### src/rtl/coin_acceptor_if.sv
// coin_acceptor_if: bundles the raw coin sensors, the downstream busy input
// and the coin / reject / occupancy outputs of coin_acceptor.
// Optional: reject_cnt exists only when COIN_ACCEPTOR_REJECT_CNT_EN is defined.
interface coin_acceptor_if #(
  parameter int FIFO_DEPTH = 4
);
  localparam int CNT_BITS = $clog2(FIFO_DEPTH) + 1;

  logic                sense1;
  logic                sense2;
  logic                hold;
  logic [1:0]          coin;
  logic                reject;
  logic [CNT_BITS-1:0] fifo_cnt;
`ifdef COIN_ACCEPTOR_REJECT_CNT_EN
  logic [7:0]          reject_cnt;
`endif

  // Acceptor side: consumes sensors and hold, produces coin codes.
  modport master (
    input  sense1,
    input  sense2,
    input  hold,
    output coin,
    output reject,
`ifdef COIN_ACCEPTOR_REJECT_CNT_EN
    output reject_cnt,
`endif
    output fifo_cnt
  );

  // Environment side: drives sensors and hold, observes coin codes.
  modport slave (
    output sense1,
    output sense2,
    output hold,
    input  coin,
    input  reject,
`ifdef COIN_ACCEPTOR_REJECT_CNT_EN
    input  reject_cnt,
`endif
    input  fifo_cnt
  );
endinterface

### src/rtl/coin_acceptor.sv
// coin_acceptor: synchronises and debounces the two coin sensors, turns each
// debounced rising edge into a coin event, queues accepted coins in a small
// FIFO and replays them as one-cycle coin codes separated by idle gaps.
// Coincident events, or an event arriving with the FIFO full, pulse reject.
// Optional: define COIN_ACCEPTOR_REJECT_CNT_EN to add a saturating 8-bit
// reject counter (bus.reject_cnt).
module coin_acceptor #(
  parameter int DEBOUNCE_CYCLES = 4,
  parameter int CNT_W           = 3,
  parameter int FIFO_DEPTH      = 4,
  parameter int GAP_CYCLES      = 2
) (
  input  logic           clk,
  input  logic           rstn,
  coin_acceptor_if.master bus
);

  localparam int PTR_W = $clog2(FIFO_DEPTH);
  localparam int CW    = PTR_W + 1;
  // The IDLE cycle that samples hold is the last forced zero cycle, so the
  // GAP state itself only spans GAP_CYCLES-1 cycles (0..GAP_CYCLES-2).
  localparam int GAP_W = (GAP_CYCLES > 2) ? $clog2(GAP_CYCLES - 1) : 1;

  localparam logic [CNT_W-1:0] DB_LAST  = CNT_W'(DEBOUNCE_CYCLES - 1);
  localparam logic [CW-1:0]    CNT_FULL = CW'(FIFO_DEPTH);
  localparam logic [GAP_W-1:0] GAP_LAST = GAP_W'((GAP_CYCLES > 1) ? GAP_CYCLES - 2 : 0);

  typedef enum logic [1:0] {
    ST_IDLE = 2'd0,
    ST_EMIT = 2'd1,
    ST_GAP  = 2'd2
  } state_t;

  // Channel index 0 = sense1 (one unit), 1 = sense2 (two units).
  logic [1:0]       sync_a;
  logic [1:0]       sync_b;
  logic [1:0]       lvl;
  logic [1:0]       lvl_d;
  logic [1:0]       evt;
  logic [CNT_W-1:0] db_cnt [2];

  logic             both_evt;
  logic             one_evt;
  logic             fifo_full;
  logic             fifo_empty;
  logic             push;
  logic             pop;
  logic             reject_next;
  logic             reject_q;

  logic             mem [FIFO_DEPTH];
  logic [PTR_W-1:0] wr_ptr;
  logic [PTR_W-1:0] rd_ptr;
  logic [CW-1:0]    count;

  state_t           state;
  state_t           state_next;
  logic [GAP_W-1:0] gap_cnt;
  logic [GAP_W-1:0] gap_next;
  logic [1:0]       coin_q;
  logic [1:0]       coin_next;

  // Two-flop synchroniser for both raw sensor lines.
  // NOTE: sequential state uses non-blocking assignments so every flop samples pre-edge values.
  always_ff @(posedge clk or negedge rstn) begin
    if (!rstn) begin
      sync_a <= '0;
      sync_b <= '0;
    end else begin
      sync_a <= {bus.sense2, bus.sense1};
      sync_b <= sync_a;
    end
  end

  // Debounce: lvl toggles only after DEBOUNCE_CYCLES consecutive differing samples.
  always_ff @(posedge clk or negedge rstn) begin
    if (!rstn) begin
      lvl       <= '0;
      db_cnt[0] <= '0;
      db_cnt[1] <= '0;
    end else begin
      for (int i = 0; i < 2; i++) begin
        if (sync_b[i] != lvl[i]) begin
          if (db_cnt[i] == DB_LAST) begin
            lvl[i]    <= ~lvl[i];
            db_cnt[i] <= '0;
          end else begin
            db_cnt[i] <= db_cnt[i] + CNT_W'(1);
          end
        end else begin
          db_cnt[i] <= '0;
        end
      end
    end
  end

  // Registered one-cycle event on each debounced rising edge.
  always_ff @(posedge clk or negedge rstn) begin
    if (!rstn) begin
      lvl_d <= '0;
      evt   <= '0;
    end else begin
      lvl_d <= lvl;
      evt   <= lvl & ~lvl_d;
    end
  end

  // Validation: the full test uses the occupancy before any same-cycle pop.
  assign both_evt    = evt[0] & evt[1];
  assign one_evt     = evt[0] ^ evt[1];
  assign fifo_full   = (count == CNT_FULL);
  assign fifo_empty  = (count == '0);
  assign push        = one_evt & ~fifo_full;
  assign reject_next = both_evt | (one_evt & fifo_full);

  // Registered reject pulse.
  always_ff @(posedge clk or negedge rstn) begin
    if (!rstn) begin
      reject_q <= 1'b0;
    end else begin
      reject_q <= reject_next;
    end
  end

  // FIFO storage: 1-bit entries, 0 = one unit, 1 = two units.
  // NOTE: storage is not reset; count and pointers alone define which entries are valid.
  always_ff @(posedge clk) begin
    if (push) begin
      mem[wr_ptr] <= evt[1];
    end
  end

  // FIFO pointers and occupancy; pointers wrap naturally (power-of-two depth).
  always_ff @(posedge clk or negedge rstn) begin
    if (!rstn) begin
      wr_ptr <= '0;
      rd_ptr <= '0;
      count  <= '0;
    end else begin
      if (push) begin
        wr_ptr <= wr_ptr + PTR_W'(1);
      end
      if (pop) begin
        rd_ptr <= rd_ptr + PTR_W'(1);
      end
      case ({push, pop})
        2'b10:   count <= count + CW'(1);
        2'b01:   count <= count - CW'(1);
        default: count <= count;
      endcase
    end
  end

  // Emitter state, gap counter and registered coin output.
  always_ff @(posedge clk or negedge rstn) begin
    if (!rstn) begin
      state   <= ST_IDLE;
      gap_cnt <= '0;
      coin_q  <= 2'd0;
    end else begin
      state   <= state_next;
      gap_cnt <= gap_next;
      coin_q  <= coin_next;
    end
  end

  // Emitter next state: a code is loaded into coin_q on the edge leaving IDLE.
  // NOTE: every always_comb output gets a default first so no path can infer a latch.
  always_comb begin
    state_next = state;
    gap_next   = gap_cnt;
    coin_next  = 2'd0;
    pop        = 1'b0;
    case (state)
      ST_IDLE: begin
        if (!fifo_empty && !bus.hold) begin
          state_next = ST_EMIT;
          coin_next  = mem[rd_ptr] ? 2'd2 : 2'd1;
          pop        = 1'b1;
        end
      end
      ST_EMIT: begin
        gap_next   = '0;
        state_next = (GAP_CYCLES > 1) ? ST_GAP : ST_IDLE;
      end
      ST_GAP: begin
        if (gap_cnt == GAP_LAST) begin
          state_next = ST_IDLE;
        end else begin
          gap_next = gap_cnt + GAP_W'(1);
        end
      end
      default: begin
        state_next = ST_IDLE;
      end
    endcase
  end

`ifdef COIN_ACCEPTOR_REJECT_CNT_EN
  logic [7:0] reject_cnt_q;

  // Saturating count of reject pulses, advanced on the edge that raises reject.
  always_ff @(posedge clk or negedge rstn) begin
    if (!rstn) begin
      reject_cnt_q <= 8'd0;
    end else if (reject_next && (reject_cnt_q != 8'hFF)) begin
      reject_cnt_q <= reject_cnt_q + 8'd1;
    end
  end

  assign bus.reject_cnt = reject_cnt_q;
`endif

  assign bus.coin     = coin_q;
  assign bus.reject   = reject_q;
  assign bus.fifo_cnt = count;

endmodule

### src/flat_wrapper.sv
// flat-port wrapper written by rule: the top's interface ports become plain ports
module coin_acceptor_flat 
#(
  parameter int DEBOUNCE_CYCLES = 4,
  parameter int CNT_W           = 3,
  parameter int FIFO_DEPTH      = 4,
  parameter int GAP_CYCLES      = 2
)
  (clk, rstn, bus_sense1, bus_sense2, bus_hold, bus_coin, bus_reject, bus_fifo_cnt);
  coin_acceptor_if #(.FIFO_DEPTH(FIFO_DEPTH)) bus_i ();
  input  logic clk;
  input  logic rstn;
  input wire logic [$bits(bus_i.sense1)-1:0] bus_sense1;
  input wire logic [$bits(bus_i.sense2)-1:0] bus_sense2;
  input wire logic [$bits(bus_i.hold)-1:0] bus_hold;
  output wire logic [$bits(bus_i.coin)-1:0] bus_coin;
  output wire logic [$bits(bus_i.reject)-1:0] bus_reject;
  output wire logic [$bits(bus_i.fifo_cnt)-1:0] bus_fifo_cnt;
  assign bus_i.sense1 = bus_sense1;
  assign bus_i.sense2 = bus_sense2;
  assign bus_i.hold = bus_hold;
  assign bus_coin = bus_i.coin;
  assign bus_reject = bus_i.reject;
  assign bus_fifo_cnt = bus_i.fifo_cnt;
  coin_acceptor #(.DEBOUNCE_CYCLES(DEBOUNCE_CYCLES), .CNT_W(CNT_W), .FIFO_DEPTH(FIFO_DEPTH), .GAP_CYCLES(GAP_CYCLES)) u_core (.clk(clk), .rstn(rstn), .bus(bus_i));
endmodule
### config.mk
export PLATFORM = sky130hd
export DESIGN_NAME = coin_acceptor_flat
export DESIGN_NICKNAME = d
export VERILOG_FILES = /design/src/rtl/coin_acceptor_if.sv /design/src/rtl/coin_acceptor.sv /design/src/flat_wrapper.sv
export SDC_FILE = /design/constraint.sdc
export NUM_CORES = 1
export LEC_CHECK = 0
export ABC_CLOCK_PERIOD_IN_PS = 5200
export CORE_MARGIN = 2
export CORE_UTILIZATION = 50
export DETAILED_ROUTE_END_ITERATION = 6
export PLACE_DENSITY = 0.7
export SKIP_CTS_REPAIR_TIMING = 1
export SYNTH_ARGS = -nofsm -noshare
export SYNTH_HDL_FRONTEND = slang
export SYNTH_SLANG_ARGS = --single-unit
### constraint.sdc
create_clock -name clk -period 5.2 [get_ports clk]
set_clock_uncertainty 0.05 [all_clocks]
set_input_delay 1.04 -clock clk [delete_from_list [all_inputs] [get_ports clk]]
set_output_delay 1.04 -clock clk [all_outputs]
set_load 0.01 [all_outputs]
==> results of run 1 <==
-- worst max-delay path by stage --
stage                  start  cells after the start  slack, ns                endpoint
floorplan           bus_hold                      7       2.70  u_core.bus.fifo_cnt[2]
global placement    bus_hold                      8       2.14  u_core.bus.fifo_cnt[2]
detailed placement  bus_hold                      8       2.07  u_core.bus.fifo_cnt[2]
CTS                 bus_hold                      8       2.42  u_core.bus.fifo_cnt[2]
global route        bus_hold                      8       2.29  u_core.bus.fifo_cnt[2]
finish              bus_hold                      8       2.41  u_core.bus.fifo_cnt[2]
-- sequential cells by signal, indices dropped and copies added (netlist names), 2 cells and up --
name / cells
u_core.evt: 2
u_core.wr_ptr: 2
u_core.bus.fifo_cnt: 3
u_core.bus.coin: 2
u_core.sync_a: 2
u_core.sync_b: 2
u_core.db_cnt: 6
u_core.lvl_d: 2
u_core.rd_ptr: 2
u_core.mem: 4
u_core.lvl: 2
u_core.state: 2
-- area by class of cell --
cell class                      count  area (µm²)  area share
Sequential cell                    32       820.8      0.5458
Multi-Input combinational cell     48       456.7      0.3037
Timing Repair Buffer               11       107.6     0.07155
Tap cell                           30       37.54     0.02496
Clock buffer                        8       58.81     0.03910
Inverter                            6       22.52     0.01498
-- per-layer routing --
layer,GRT usage,share of wire,up-vias
met1,0.1747,0.44,336
li1,-,-,322
met2,0.2401,0.49,20
met5,0,0,-
met4,0.07317,0.0086,0
met3,0.08065,0.067,2
-- critical path, stage by stage --
cell             delay [ns]
clkdlybuf4s50_1        0.47
nor4_4                 0.39
ha_1                   0.25
inv_1                  0.06
fa_1                   0.38
xor2_1                 0.15
nor2_1                 0.11
xor2_1                 0.15
-- power groups by stage --
stage / logic [mW] / registers (mW) / clock network (mW)
5_1_grt: 0.401 / 0.444 / 0.163
4_1_cts: 0.359 / 0.432 / 0.151
2_1_floorplan: 0.246 / 0.432 / 0
3_5_place_dp: 0.355 / 0.437 / 0
3_3_place_gp: 0.343 / 0.431 / 0
6_report: 0.352 / 0.430 / 0.145
-- cell usage in the layout (no fill, tap or decap) --
cell type and count:
and2_1 4, mux2_4 1, nand2b_1 1, buf_4 1, nor3_2 1, xnor2_1 4
and2_2 1, nor3_1 2, xor2_1 4, dfrtp_1 28, a21boi_2 1, mux2i_1 1
a31o_2 1, nor2b_1 6, mux4_2 1, mux2_2 2, nor4_2 1, clkbuf_1 2
nor2_2 1, clkdlybuf4s50_1 10, inv_1 6, nor3b_1 4, edfxtp_1 4, nor2_1 1
nor4_4 1, nor4_1 1, fa_1 1, clkbuf_4 5, clkbuf_8 1, ha_1 8
-- metrics by stage --
stage / worst slack (ns) / hold slack, ns / power (mW) / instance area (µm²) / utilization
2_1_floorplan: 2.701 / 0.2812 / 0.6776 / 1300 / -
3_3_place_gp: 2.143 / 0.2829 / 0.7740 / 1445 / 0.5833
3_5_place_dp: 2.074 / 0.2936 / 0.7924 / 1445 / 0.5833
4_1_cts: 2.419 / 0.3152 / 0.9418 / 1504 / 0.6071
5_1_grt: 2.293 / 0.3371 / 1.007 / 1504 / 0.6071
6_report: 2.407 / 0.3165 / 0.9264 / 1504 / 0.6071
-- kinds of logic after synthesis --
kind of cell	after synthesis	share of synthesized area
flip-flops	32	0.6314
AND/OR/NAND/NOR	24	0.1357
buffers and inverters	6	0.01732
XOR/XNOR	8	0.05389
AO/OA/AOI/OAI	2	0.01540
multiplexers	5	0.05389
adder cells (fa/ha/maj)	9	0.09240
==> out/results.ini, run 1 <==
[die]
floorplan.io_pins=11
die_y_um=54.99
floorplan.die_area_um2=3024
initial_core_util=0.5247
std_cell_rows=18
placeableCoreArea_um2=2477
die-width_um=54.99

[finish]
antenna-diode-count=0
nNetsFinal=118
layout.filler_cells=208
post_route_cells_drive_above_1_share=0.1714
finish.cell_count_without_fillers=135
layout-area-overhead-vs-synth_pct=15.69

[route]
drt_pre_antenna_iters=4
wl_mm=1.750
ant_nets_after_route=0
drtIter0Drc=9
dr_total_vias=680
post-route-drc-count=0
drt-wirelength-per-cell_um=12.96
vias_per_cell=5.037

[setup_path]
regToRegEndpoint=u_core.bus.fifo_cnt[2]
timing_worst_setup_path_type=input pin to flip-flop
worst_r2r_startpoint=u_core.evt[1]
critical_path_startpoint_category=input pin
critical_path.max_fanout=4
ff2ff_setup_slack_ns=3.03
reg2reg_depth=9
critical_path.endpoint_type=flip-flop
data_arrival_time_of_the_critical_path_ns=3.00
worst-endpoint-required_ns=5.40

[power]
net-switching-power_uw=310.8
p_seq_frac=0.464
clock_power_share=0.156
internal_power_uw=615.5
powerDensity_nw_per_um2=616.0
power.ir.vdd_worst_mv=0.3344
netSwitchingFraction=0.3355
pwr-share-comb=0.380
leakagePower_nw=0.6799

[sta]
period_minus_slack_ns=2.793
timing_worst_slew_pin_value_ns=0.3942
final.setup.tns_ns=0
finalHoldViolCount=0
fin_crit_sh=0.5371
final-setup-viol-count=0
unrepaired_setup_endpoints_after_global_routing=false
timing.slew.headroom=0.7358
maxSlewViolCount=0
max_clock_freq_mhz=358.0

[clock_network]
ctsLongestPathBuffers=2
cts_tree=done
clock_latency_ns=0.32
ctsHtreeMaxLevel=2
clock_buffer_count_from_cts=5
cts_num_sinks=32
cts.root.buffer_cell=clkbuf_4
clkTransAtPathRegs_ns=0.09

[yosys]
synth_most_common_cell=dfrtp_1
avgSynthCellArea_um2=15.12
synth_common_cells=dfrtp_1, ha_1, inv_1, nor2b_1
yosys_most_used_dff=dfrtp_1
proportion_of_register_bits_with_asynchronous_set_or_reset_after_synthesis=0.8750
dominant_cell_type_by_area_after_synthesis=dfrtp_1
synthesized_netlist_cell_count=86
synth_edf_count=4
postSynthNetCount=100
synth_area_um2=1300
post-synth-top-area-fraction=0.5390
synth.lib_cells_used.distinct=25
sequential_share_of_the_synthesized_area=0.6314
yosys_warnings=0
ys_seq_elements=32
synthTopCellsByArea=dfrtp_1, edfxtp_1, ha_1, nor2b_1, xnor2_1

[grt]
grt_pass1_vias=699
grt_overflow=0
grt_first_pass_wirelength_mm=3.056
grt_max_degree=29
groute.usage.overall=0.1542
antenna_violations_before_repair=0

[place]
post-dp-hpwl_mm=1.246
port_buffers=10
place.gp.congestion=0.6133
post-place-cells=127

[min_path]
worstHoldPathCells=0
whs_endpoint=u_core.sync_b[0]
worstHoldStart=u_core.sync_a[0]
holdCritPathClass=flip-flop to flip-flop

[outcome]
status=finished, final reports clean

[job]
number_of_violations_of_the_max_capacitance_limit=0

Note: power is estimated with default switching activity, not from simulation.
==> inputs of run 2 (changes only) <==
--- a/config.mk
+++ b/config.mk
@@ -5,7 +5,7 @@
 export SDC_FILE = /design/constraint.sdc
 export NUM_CORES = 1
 export LEC_CHECK = 0
-export ABC_CLOCK_PERIOD_IN_PS = 5200
+export ABC_CLOCK_PERIOD_IN_PS = 2800
 export CORE_MARGIN = 2
 export CORE_UTILIZATION = 50
 export DETAILED_ROUTE_END_ITERATION = 6
==> constraint.sdc (replaced) <==
create_clock -name clk -period 2.8 [get_ports clk]
set_clock_uncertainty 0.05 [all_clocks]
set_input_delay 0.56 -clock clk [delete_from_list [all_inputs] [get_ports clk]]
set_output_delay 0.56 -clock clk [all_outputs]
set_load 0.01 [all_outputs]
==> run 2 against run 1 <==
Net effect: design area down 0.58%; wire length up 3.8%; register-to-register slack worse by 2.4 ns; clock power up 65%; sequential power up 86%; die area unchanged; non-clock buffer count unchanged; combinational power up 87%; critical path depth unchanged; sequential share of layout area up 0.32 points.
==> out/results.ini, run 2 (synthesis results as in run 1) <==
[setup_path]
critPathMostFrequentCell=xor2_1
data_arrival_time_of_the_critical_path_ns=2.53
critical_path.endpoint_type=flip-flop
worst-endpoint-required_ns=2.99
critical_path.max_fanout=4
critical_path.cell_chain=clkdlybuf4s50_1, nor4_4, ha_1, inv_1, fa_1, xor2_1, nor2_1, xor2_1
slowest_stage=clkdlybuf4s50_1
timing.critical_path.buf_inv=2
longest_individual_stage_delay_on_the_worst_path_ns=0.47
critical_path.top_delay_family=adder cells
timing_worst_setup_path_type=input pin to flip-flop
critical_path_startpoint_category=input pin

[die]
floorplan.io_pins=11
die-width_um=54.99
std_cell_rows=18
placeableCoreArea_um2=2477
die_y_um=54.99
floorplan.die_area_um2=3024
initial_core_util=0.5247

[power]
net-switching-power_uw=581.0
pwr-share-comb=0.388
powerDensity_nw_per_um2=1136
power.ir.vdd_worst_mv=0.6502
leakagePower_nw=0.6766
p_seq_frac=0.471
netSwitchingFraction=0.3421
internal_power_mw=1.117
clock_power_share=0.141

[sta]
fin_crit_sh=0.8382
timing.slew.headroom=0.7470
finalHoldViolCount=0
max_clock_freq_mhz=426.1
timing_worst_slew_pin_value_ns=0.3774
final-setup-viol-count=0
final.setup.tns_ns=0
period_minus_slack_ns=2.347
unrepaired_setup_endpoints_after_global_routing=false
maxSlewViolCount=0

[grt]
grt_pass1_vias=712
groute.usage.overall=0.1568
antenna_violations_before_repair=0
grt_max_degree=29
grt_overflow=0
grt_first_pass_wirelength_mm=3.098

[route]
drt_pre_antenna_iters=4
post-route-drc-count=0
vias_per_cell=5.163
drtIter0Drc=7
drt-wirelength-per-cell_um=13.46
ant_nets_after_route=0
wl_mm=1.817
dr_total_vias=697

[min_path]
holdCritPathClass=flip-flop to flip-flop

[finish]
layout-area-overhead-vs-synth_pct=15.01
final_core_utilization=0.6035
layout.filler_cells=209
most-common-layout-cells=dfrtp_1, clkdlybuf4s50_1, ha_1
antenna-diode-count=0
nNetsFinal=118
multiInputGateArea_um2=456.7
flip_flop_count_of_the_largest_register_after_layout=6
layout.area.seq_um2=820.8
final_common_cell=dfrtp_1
regMostFlops=u_core.db_cnt
post_route_cells_drive_above_1_share=0.1714

[clock_network]
clock_latency_ns=0.31
ctsHtreeMaxLevel=2
cts.root.buffer_cell=clkbuf_4
cts_num_sinks=32
cts_tree=done
clkTransAtPathRegs_ns=0.09
clock_buffer_count_from_cts=5
ctsLongestPathBuffers=2

[place]
place.gp.congestion=0.6105
port_buffers=10

[job]
number_of_violations_of_the_max_capacitance_limit=0

[outcome]
status=finished, final reports clean

## run 2: changes by cell type in the layout (fill, tap and decap cells not counted)
cell / previous run / this run
clkinv_2: 0 / 1
clkbuf_8: 1 / 0
## run 2: per-stage QoR
| stage | power, mW | cells | area (µm²) | hold slack, ns | setup slack [ns] |
|---|---|---|---|---|---|
| finish | 1.698 | 135 | 1495 | 0.3068 | 0.4531 |
| floorplan | 1.258 | 86 | 1300 | 0.2144 | 0.7811 |
| global placement | 1.438 | 127 | 1445 | 0.2829 | 0.2251 |
| CTS | 1.732 | 135 | 1495 | 0.3096 | 0.4591 |
| global route | 1.852 | 135 | 1495 | 0.3140 | 0.3356 |
| detailed placement | 1.482 | 127 | 1445 | 0.2870 | 0.1177 |
## run 2: final timing paths
| kind | startpoint | end | slack (ns) | depth (start not counted) |
|---|---|---|---|---|
| max | bus_hold | u_core.bus.fifo_cnt[2] | 0.45 | 8 |
| min | u_core.sync_a[1] | u_core.sync_b[1] | 0.31 | 0 |
| max reg2reg | u_core.evt[1] | u_core.bus.fifo_cnt[2] | 0.59 | 9 |
| min reg2reg | u_core.sync_a[1] | u_core.sync_b[1] | 0.31 | 0 |
| max in group asynchronous | rstn | u_core.db_cnt[4] | 1.87 | 2 |
| min in group asynchronous | rstn | u_core.bus.coin[0] | 0.58 | 2 |
## run 2: per-layer routing
metal  part of all wire  global-route usage
met2               0.55              0.2718
met4              0.012             0.07317
met3              0.049             0.07258
met1               0.38              0.1595
met5                  0                   0
## run 2: layout make-up
| cell class | count | share of cell area |
|---|---|---|
| sequential | 32 | 0.5490 |
| multi-input combinational | 48 | 0.3054 |
| timing repair buffer | 11 | 0.07197 |
| clock buffer | 7 | 0.03013 |
| tap | 30 | 0.02510 |
| inverter | 6 | 0.01506 |
| clock inverter | 1 | 0.003347 |
## run 2: power groups by stage
stage / combinational (mW) / sequential, mW / clock [mW]
after detailed placement: 0.668 / 0.814 / 0
after CTS: 0.677 / 0.804 / 0.252
after global placement: 0.637 / 0.801 / 0
after global routing: 0.751 / 0.826 / 0.275
final: 0.659 / 0.800 / 0.239
after floorplan: 0.457 / 0.801 / 0
==> inputs of run 3 (changes only) <==
--- a/config.mk
+++ b/config.mk
@@ -5,7 +5,7 @@
 export SDC_FILE = /design/constraint.sdc
 export NUM_CORES = 1
 export LEC_CHECK = 0
-export ABC_CLOCK_PERIOD_IN_PS = 2800
+export ABC_CLOCK_PERIOD_IN_PS = 2200
 export CORE_MARGIN = 2
 export CORE_UTILIZATION = 50
 export DETAILED_ROUTE_END_ITERATION = 6
==> constraint.sdc (replaced) <==
create_clock -name clk -period 2.2 [get_ports clk]
set_clock_uncertainty 0.05 [all_clocks]
set_input_delay 0.44 -clock clk [delete_from_list [all_inputs] [get_ports clk]]
set_output_delay 0.44 -clock clk [all_outputs]
set_load 0.01 [all_outputs]
==> run 3 against run 2 <==
Net effect: flip-flop and latch count did not move; die area did not move; combinational power is 32% higher; total power is 31% higher; clock power up 42%; core utilization increased by 1.4 points; register-to-register slack lost 0.48 ns.
==> out/results.ini, run 3 (synthesis results as in run 1) <==
[place]
post-dp-hpwl_mm=1.223
port_buffers=10
post-place-cells=130
place.gp.congestion=0.5839
dpl_cell_area_um2=1468

[setup_path]
critical_path.endpoint_type=flip-flop
timing.critical_path.to=u_core.bus.fifo_cnt[2]
critical_path.top_delay_family=adder cells
data_arrival_time_of_the_critical_path_ns=2.30
regToRegEndpoint=u_core.bus.fifo_cnt[2]
worst-endpoint-required_ns=2.40
timing_worst_setup_path_type=input pin to flip-flop
critical_path.max_fanout=3
worstSetupPathDepth=8
startpoint=bus_hold
longest_individual_stage_delay_on_the_worst_path_ns=0.48
worst_r2r_startpoint=u_core.evt[1]
critPathMostFrequentCell=xor2_1
critical_path.cell_chain=clkdlybuf4s50_1, nor4_4, ha_1, inv_1, fa_1, xor2_1, nor2_1, xor2_1
critical_path_startpoint_category=input pin
slowest_stage=clkdlybuf4s50_1
ff2ff_setup_slack_ns=0.11
reg2reg_depth=9
timing.critical_path.buf_inv=2

[die]
die-width_um=54.99
initial_core_util=0.5247
floorplan.io_pins=11
std_cell_rows=18
die_y_um=54.99
placeableCoreArea_um2=2477
floorplan.die_area_um2=3024

[outcome]
status=finished, final reports clean

[clock_network]
clock_latency_ns=0.32
clock_buffer_count_from_cts=5
cts.root.buffer_cell=clkbuf_4
cts_num_sinks=32
ctsLongestPathBuffers=2
ctsHtreeMaxLevel=2
clkTransAtPathRegs_ns=0.09
cts_tree=done

[grt]
groute.usage.overall=0.1452
groute.layer.met3.usage=0.08065
grt_first_pass_wirelength_mm=2.815
global_route.usage.met2=0.2103
grt_pass1_vias=645
grt_max_degree=29
met1_usage=0.1628
grt_overflow=0
antenna_violations_before_repair=0
busiest_layer_in_global_routing=met2

[job]
number_of_violations_of_the_max_capacitance_limit=0

[finish]
layout-area-overhead-vs-synth_pct=17.61
nNetsFinal=121
regMostFlops=u_core.db_cnt
final_common_cell=dfrtp_1
flip_flop_count_of_the_largest_register_after_layout=6
post_route_cells_drive_above_1_share=0.2130
most-common-layout-cells=dfrtp_1, clkdlybuf4s50_1, ha_1
finish.cell_count_without_fillers=138
antenna-diode-count=0
layout.cell_area.non_filler_um2=1529
layout.filler_cells=201

[power]
netSwitchingFraction=0.3316
p_seq_frac=0.457
leakagePower_nw=0.7007
clock_power_share=0.152
internal_power_mw=1.489
power.ir.vdd_worst_mv=0.8122
powerDensity_nw_per_um2=1457
pwr-share-comb=0.391
net-switching-power_uw=738.6

[route]
drt-wirelength-per-cell_um=12.29
wl_mm=1.696
dr_total_vias=678
ant_nets_after_route=0
vias_per_cell=4.913
drt_pre_antenna_iters=4
post-route-drc-count=0
drtIter0Drc=3

[sta]
final-setup-viol-count=0
timing.slew.headroom=0.7445
finalHoldViolCount=0
unrepaired_setup_endpoints_after_global_routing=false
period_minus_slack_ns=2.105
maxSlewViolCount=0
timing_worst_slew_pin_value_ns=0.3812
max_clock_freq_mhz=475.0
hold_slack_ns=0.3068
fin_crit_sh=0.9570

[min_path]
holdCritPathClass=flip-flop to flip-flop

[run 3: changes by cell type in the layout (fill, tap and decap cells not counted)]
cell      previous run  this run
buf_4                1         4
clkbuf_1             2         0
clkbuf_8             0         1
clkinv_2             1         2
[run 3: worst register-to-register path, delay by kind of cell (launching register included)]
kind / cells / cell delay [ns]
fa+ha+maj: 3 / 0.82
flops: 1 / 0.43
compound gates: 1 / 0.16
xor+xnor: 2 / 0.31
simple gates: 1 / 0.13
buf+inv: 2 / 0.12
[run 3: cell type report]
class / count / area (µm²) / area share
flip-flops and latches: 32 / 820.8 / 0.5368
multi-input cells: 48 / 456.7 / 0.2987
inverters: 6 / 22.52 / 0.01473
repair buffers: 14 / 130.1 / 0.08511
clock inverters: 2 / 10.01 / 0.006547
well taps: 30 / 37.54 / 0.02455
clock buffers: 6 / 51.30 / 0.03355
[run 3: worst min-delay path by stage]
stage	from	to	slack, ns	cells after the start
floorplan	rstn	u_core.bus.coin[0]	0.09	0
global placement	u_core.sync_a[1]	u_core.sync_b[1]	0.28	0
detailed placement	u_core.sync_a[1]	u_core.sync_b[1]	0.29	0
CTS	u_core.sync_a[1]	u_core.sync_b[1]	0.31	0
global route	u_core.sync_a[1]	u_core.sync_b[1]	0.31	0
finish	u_core.sync_a[1]	u_core.sync_b[1]	0.31	0
[run 3: metal layers]
layer	vias to the layer above	part of all wire
met5	-	0
li1	331	-
met3	7	0.061
met4	0	0.028
met2	16	0.47
met1	324	0.44
[run 3: power groups by stage]
stage	registers, mW	logic, mW	clock network (mW)
after floorplan	1.02	0.582	0
after global placement	1.02	0.846	0
after detailed placement	1.04	0.882	0
after CTS	1.02	0.891	0.359
after global routing	1.05	0.976	0.382
final	1.02	0.870	0.339
[run 3: metrics by stage]
stage	setup WS [ns]	util	power, mW	setup TNS (ns)
after global routing	0.001879	0.6172	2.406	0
after detailed placement	-0.2238	0.5924	1.919	-0.2267
final	0.09470	0.6172	2.227	0
after global placement	-0.1768	0.5924	1.870	-0.1768
after CTS	0.08123	0.6172	2.272	0
after floorplan	0.1906	-	1.602	0
